$ cat config.mk
export PLATFORM = sky130hd
export DESIGN_NAME = seq_pattern_tx
export DESIGN_NICKNAME = d
export VERILOG_FILES = /design/src/rtl/seq_pkg.sv /design/src/rtl/seq_tx_shifter.sv /design/src/rtl/seq_pattern_tx.sv
export SDC_FILE = /design/constraint.sdc
export NUM_CORES = 1
export LEC_CHECK = 0
export CELL_PAD_IN_SITES_DETAIL_PLACEMENT = 2
export CELL_PAD_IN_SITES_GLOBAL_PLACEMENT = 2
export CORE_ASPECT_RATIO = 0.8
export CORE_MARGIN = 3
export CORE_UTILIZATION = 27
export CTS_BUF_LIST = sky130_fd_sc_hd__clkbuf_16
export DETAILED_ROUTE_END_ITERATION = 8
export HOLD_SLACK_MARGIN = 0.03
export MAX_ROUTING_LAYER = met4
export PLACE_DENSITY = 0.76
export SKIP_CTS_REPAIR_TIMING = 1
export SLEW_MARGIN = 20
export SYNTH_ARGS = -nofsm -noshare
export SYNTH_HDL_FRONTEND = slang
export SYNTH_SLANG_ARGS = --single-unit
export TNS_END_PERCENT = 50
$ cat constraint.sdc
create_clock -name clk -period 1.4 [get_ports clk]
set_input_delay 0.28 -clock clk [delete_from_list [all_inputs] [get_ports clk]]
set_output_delay 0.28 -clock clk [all_outputs]
set_load 0.01 [all_outputs]
$ cat src/rtl/seq_pkg.sv
// Shared types, constants and helpers for the serial pattern transmitter.
package seq_pkg;

   typedef enum logic [1:0] {
      IDLE   = 2'd0,
      SHIFT  = 2'd1,
      DONE   = 2'd2
`ifdef SEQ_TX_PARITY_EN
      , PARITY = 2'd3
`endif
   } seq_tx_state_t;

   localparam logic [3:0] SEQ_PAT_1011 = 4'b1011;

   function automatic logic seq_even_parity(input logic [31:0] value);
      return ^value;
   endfunction

endpackage

$ cat src/rtl/seq_tx_shifter.sv
// Shift register, captured pattern copy and bit index for seq_pattern_tx.
// Exposes the pattern's even parity only when SEQ_TX_PARITY_EN is defined.
module seq_tx_shifter
   import seq_pkg::*;
#(
   parameter int              WIDTH       = 4,
   parameter logic [WIDTH-1:0] DEF_PATTERN = WIDTH'(SEQ_PAT_1011)
) (
   input  logic             clk,
   input  logic             rst,
   input  logic             load,
   input  logic             shift,
   input  logic [WIDTH-1:0] pattern,
`ifdef SEQ_TX_PARITY_EN
   output logic             parity,
`endif
   output logic             msb,
   output logic             wrap
);

   localparam int IDX_W = (WIDTH > 1) ? $clog2(WIDTH) : 1;

   logic [WIDTH-1:0] shreg_reg;
   logic [WIDTH-1:0] copy_reg;
   logic [IDX_W-1:0] idx_reg;
   logic [WIDTH-1:0] shifted;

   assign shifted[0] = 1'b0;
   for (genvar gi = 1; gi < WIDTH; gi++) begin : g_shift
      assign shifted[gi] = shreg_reg[gi-1];
   end

   assign msb  = shreg_reg[WIDTH-1];
   assign wrap = (idx_reg == IDX_W'(WIDTH-1));
`ifdef SEQ_TX_PARITY_EN
   assign parity = seq_even_parity(32'(copy_reg));
`endif

   // On the last bit the register is refilled from the copy so repetitions run gap-free.
   always_ff @(posedge clk) begin
      if (rst) begin
         shreg_reg <= DEF_PATTERN;
         copy_reg  <= DEF_PATTERN;
         idx_reg   <= '0;
      end else if (load) begin
         shreg_reg <= pattern;
         copy_reg  <= pattern;
         idx_reg   <= '0;
      end else if (shift) begin
         if (wrap) begin
            shreg_reg <= copy_reg;
            idx_reg   <= '0;
         end else begin
            shreg_reg <= shifted;
            idx_reg   <= idx_reg + IDX_W'(1);
         end
      end
   end

endmodule

$ cat src/rtl/seq_pattern_tx.sv
// Serial pattern transmitter: sends a captured pattern MSB-first for N repetitions.
// Define SEQ_TX_PARITY_EN to append an even-parity bit after each repetition.
module seq_pattern_tx
   import seq_pkg::*;
#(
   parameter int               WIDTH       = 4,
   parameter int               CNT_W       = 4,
   parameter logic [WIDTH-1:0] DEF_PATTERN = WIDTH'(SEQ_PAT_1011)
) (
   input  logic             clk,
   input  logic             rst,
   input  logic             start,
   input  logic [WIDTH-1:0] pattern,
   input  logic [CNT_W-1:0] reps,
   input  logic             abort,
   output logic             ready,
   output logic             out,
   output logic             valid,
   output logic             last,
   output logic             done
);

   seq_tx_state_t    state_reg, state_next;
   logic [CNT_W-1:0] rep_cnt_reg;
   logic             load, shift, msb, wrap;
`ifdef SEQ_TX_PARITY_EN
   logic             parity;
`endif

   assign load  = (state_reg == IDLE) && start;
   assign shift = (state_reg == SHIFT);

   seq_tx_shifter #(
      .WIDTH       (WIDTH),
      .DEF_PATTERN (DEF_PATTERN)
   ) u_shifter (
      .clk     (clk),
      .rst     (rst),
      .load    (load),
      .shift   (shift),
      .pattern (pattern),
`ifdef SEQ_TX_PARITY_EN
      .parity  (parity),
`endif
      .msb     (msb),
      .wrap    (wrap)
   );

   always_ff @(posedge clk) begin
      if (rst) state_reg <= IDLE;
      else     state_reg <= state_next;
   end

   // A zero repetition count still sends the pattern once.
   always_ff @(posedge clk) begin
      if (rst)
         rep_cnt_reg <= '0;
      else if (load)
         rep_cnt_reg <= (reps == '0) ? CNT_W'(1) : reps;
      else if (shift && wrap)
         rep_cnt_reg <= rep_cnt_reg - CNT_W'(1);
   end

   always_comb begin
      state_next = state_reg;
      case (state_reg)
         IDLE:  if (start) state_next = SHIFT;
         SHIFT: begin
            if (abort)
               state_next = IDLE;
            else if (wrap)
`ifdef SEQ_TX_PARITY_EN
               state_next = PARITY;
`else
               state_next = (rep_cnt_reg == CNT_W'(1)) ? DONE : SHIFT;
`endif
         end
`ifdef SEQ_TX_PARITY_EN
         PARITY: begin
            if (abort)                  state_next = IDLE;
            else if (rep_cnt_reg == '0) state_next = DONE;
            else                        state_next = SHIFT;
         end
`endif
         DONE:    state_next = IDLE;
         default: state_next = IDLE;
      endcase
   end

   // Outputs decode only registered state, so they carry no input-to-output path.
   always_comb begin
      ready = 1'b0;
      out   = 1'b0;
      valid = 1'b0;
      last  = 1'b0;
      done  = 1'b0;
      case (state_reg)
         IDLE:  ready = 1'b1;
         SHIFT: begin
            out   = msb;
            valid = 1'b1;
`ifndef SEQ_TX_PARITY_EN
            last  = wrap && (rep_cnt_reg == CNT_W'(1));
`endif
         end
`ifdef SEQ_TX_PARITY_EN
         PARITY: begin
            out   = parity;
            valid = 1'b1;
            last  = (rep_cnt_reg == '0);
         end
`endif
         DONE:    done = 1'b1;
         default: ;
      endcase
   end

endmodule

==> results_dict.tcl <==
set metrics [dict create \
    status "finished, violations left" \
    violations "negative setup slack" \
    grt_pass1_vias 866 \
    critPathLaunchType "flop" \
    synth_ff_type "dfxtp_1" \
    share_seq_of_total_power_pct 38.7 \
    dieArea_mm2 0.00379 \
    syn-cell-area_um2 833 \
    cts.path.max_buffers 2 \
    cts_tree "done" \
    vias 803 \
    numCtsBuffers 3 \
    worst_ir_drop_vdd_mv 0.443 \
    rows 17 \
    ioPinCount 17 \
    ys_seq_elements 16 \
    post_drt_wl_per_cell_um 19.5 \
    synth-edff-count 0 \
    root_buffer "clkbuf_16" \
    h-tree-depth 1 \
    period_minus_slack_ps 1430 \
    grt-ovfl-total 0 \
    place_ws_ps -254 \
    tightest_slew_ps 387 \
    yosysSeqAreaShare_pct 38.4 \
    path_cells "ha_2 > and4_4 > buf_6" \
    fmax_mhz 701 \
    drtPass1Iterations 4 \
    netlist.area_leader.share_pct 38.4 \
    final_util_pct 44.5 \
    syn_nets 101 \
    clk_latency_ps 250 \
    dp_hpwl_mm 2.12 \
    layout_common_cells "19 x buf_4, 12 x dfxtp_1, 11 x clkdlybuf4s50_1" \
    switching_power_mw 0.327 \
    path_clk_slew_ps 50 \
    drc 0 \
    layout_commonest_cell "buf_4" \
    diodes 0 \
    synth_async_sr_flop_share_pct 0 \
    wl_mm 3.11 \
    drv_slew 0 \
    critical-path-max-stage-delay_ps 340 \
    synth_top_area_cell "dfxtp_1" \
    hold_viol 0 \
    cp.arrival_ps 1150 \
    clkSinkCount 16 \
    nets 137 \
    comb_power_share_pct 18.7 \
    drtIter0Drc 39 \
    grt_max_degree 11 \
    gp_congestion 0.767 \
    syn_area_per_cell_um2 9.69 \
    yosys-top-cells-area "dfxtp_1 38%, mux2i_1 4.8%, ha_1 4.5%, nand2_1 4.5%, a21oi_2 4.2%" \
    finalSetupViolations 2 \
    p_per_area_mw_per_mm2 1040 \
    worst-path-max-fanout 2 \
    die_y_um 55.7 \
    fin_worst_skew_ps 5.99 \
    yosys_warnings 0 \
    die_width_um 68.1 \
    core_area_mm2 0.00285 \
    rsz0062_at_grt "true" \
    internal_power_mw 0.992 \
    antenna_found_initial 0 \
    slowest_stage "dfxtp_1" \
    cp-end-kind "output port" \
    netSwitchingFraction_pct 24.8 \
    drive_gt1_share_pct 40.5 \
    cap_viol_max_count 0 \
    grt_pass1_wl_mm 4.55 \
    min_period_over_period_pct 102 \
    ant_nets 0 \
    critical_path_class "flop to output port" \
    syn2layout_area_growth_pct 52.3 \
    syn_inst 86 \
    slew_headroom_pct 74.1 \
    synth.distinct_cells 34 \
    port_buffers 16 \
    grt_use_total_pct 16.9 \
    finalWorstSetupSlack_ps -26.0 \
    via_per_inst 5.05 \
    leakage_nw 0.530 \
    start_util_pct 29.2 \
    min_path_type "flop to flop" \
    cp.required_ps 1120 \
    clock_power_share_pct 42.7 \
    whs_ps 448 \
]
[kinds of logic (layout without fill, tap and decap cells)]
group                      count (synthesis)  in the layout  synth area share, %
adders and majority gates                  3              3                 4.50
DFF                                       16             16                 38.4
buffers and inverters                      9             44                 6.91
and+or+nand+nor                           31             31                 24.5
muxes                                      5              5                 6.16
AOI/OAI and AO/OA                         22             22                 19.5
[synth_stat cells, types with 2 or more instances]
master	count
nor2_1	4
nand3_2	2
o211ai_1	2
a21oi_1	6
dfxtp_1	16
a32oi_1	2
nor3_1	3
mux2i_1	4
ha_1	3
a2bb2oi_1	2
inv_1	3
buf_2	2
nor2b_1	2
nand2_1	10
nor3b_2	2
a21oi_2	4
buf_6	2
[critical path, delay by kind of cell (launching register included)]
kind,cells,cell delay [ps]
adders and majority gates,1,220
buffers and inverters,1,100
DFF,1,340
and+or+nand+nor,1,230
[layout make-up]
type / count / area, µm²
well taps: 38 / 47.5
inverters: 4 / 17.5
flip-flops and latches: 16 / 325
multi-input cells: 61 / 478
repair buffers: 36 / 322
fillers: 301 / 1580
clock inverters: 1 / 3.75
clock buffers: 3 / 75.1
[worst paths after layout]
kind | from | end | slack (ps) | cells after the start
worst max-delay path | u_shifter.idx_reg[0]$_SDFFE_PP0P_ | last | -30 | 3
worst min-delay path | u_shifter.copy_reg[3]$_SDFFE_PP1P_ | u_shifter.copy_reg[3]$_SDFFE_PP1P_ | 450 | 2
worst max register to register | rep_cnt_reg[0]$_SDFFE_PP0P_ | rep_cnt_reg[2]$_SDFFE_PP0P_ | -10 | 6
worst min register to register | u_shifter.copy_reg[3]$_SDFFE_PP1P_ | u_shifter.copy_reg[3]$_SDFFE_PP1P_ | 450 | 2
[metal layers]
layer | vias to the layer above | track usage [%] | wire, µm
li1 | 377 | - | -
met1 | 399 | 19.3 | 1360
met2 | 21 | 27.9 | 1550
met3 | 6 | 4.24 | 134
met4 | 0 | 6.80 | 64
met5 | - | - | 0
[through the flow]
stage,instance area (µm²),TNS [ps],std cells,power (mW)
final,1270,-35.1,159,1.32
after global routing,1270,-146,159,1.39
after CTS,1210,-1890,156,1.32
after detailed placement,1130,-2350,152,0.745
after global placement,1130,-1780,152,0.728
after floorplan,833,0,86,0.628
[power groups by stage]
stage / Clock (mW) / Sequential, mW / Combinational [mW]
final: 0.563 / 0.510 / 0.246
after global routing: 0.604 / 0.514 / 0.268
after CTS: 0.575 / 0.506 / 0.235
after detailed placement: 0 / 0.515 / 0.230
after global placement: 0 / 0.512 / 0.215
after floorplan: 0 / 0.510 / 0.117
(Power assumes the default switching activity.)
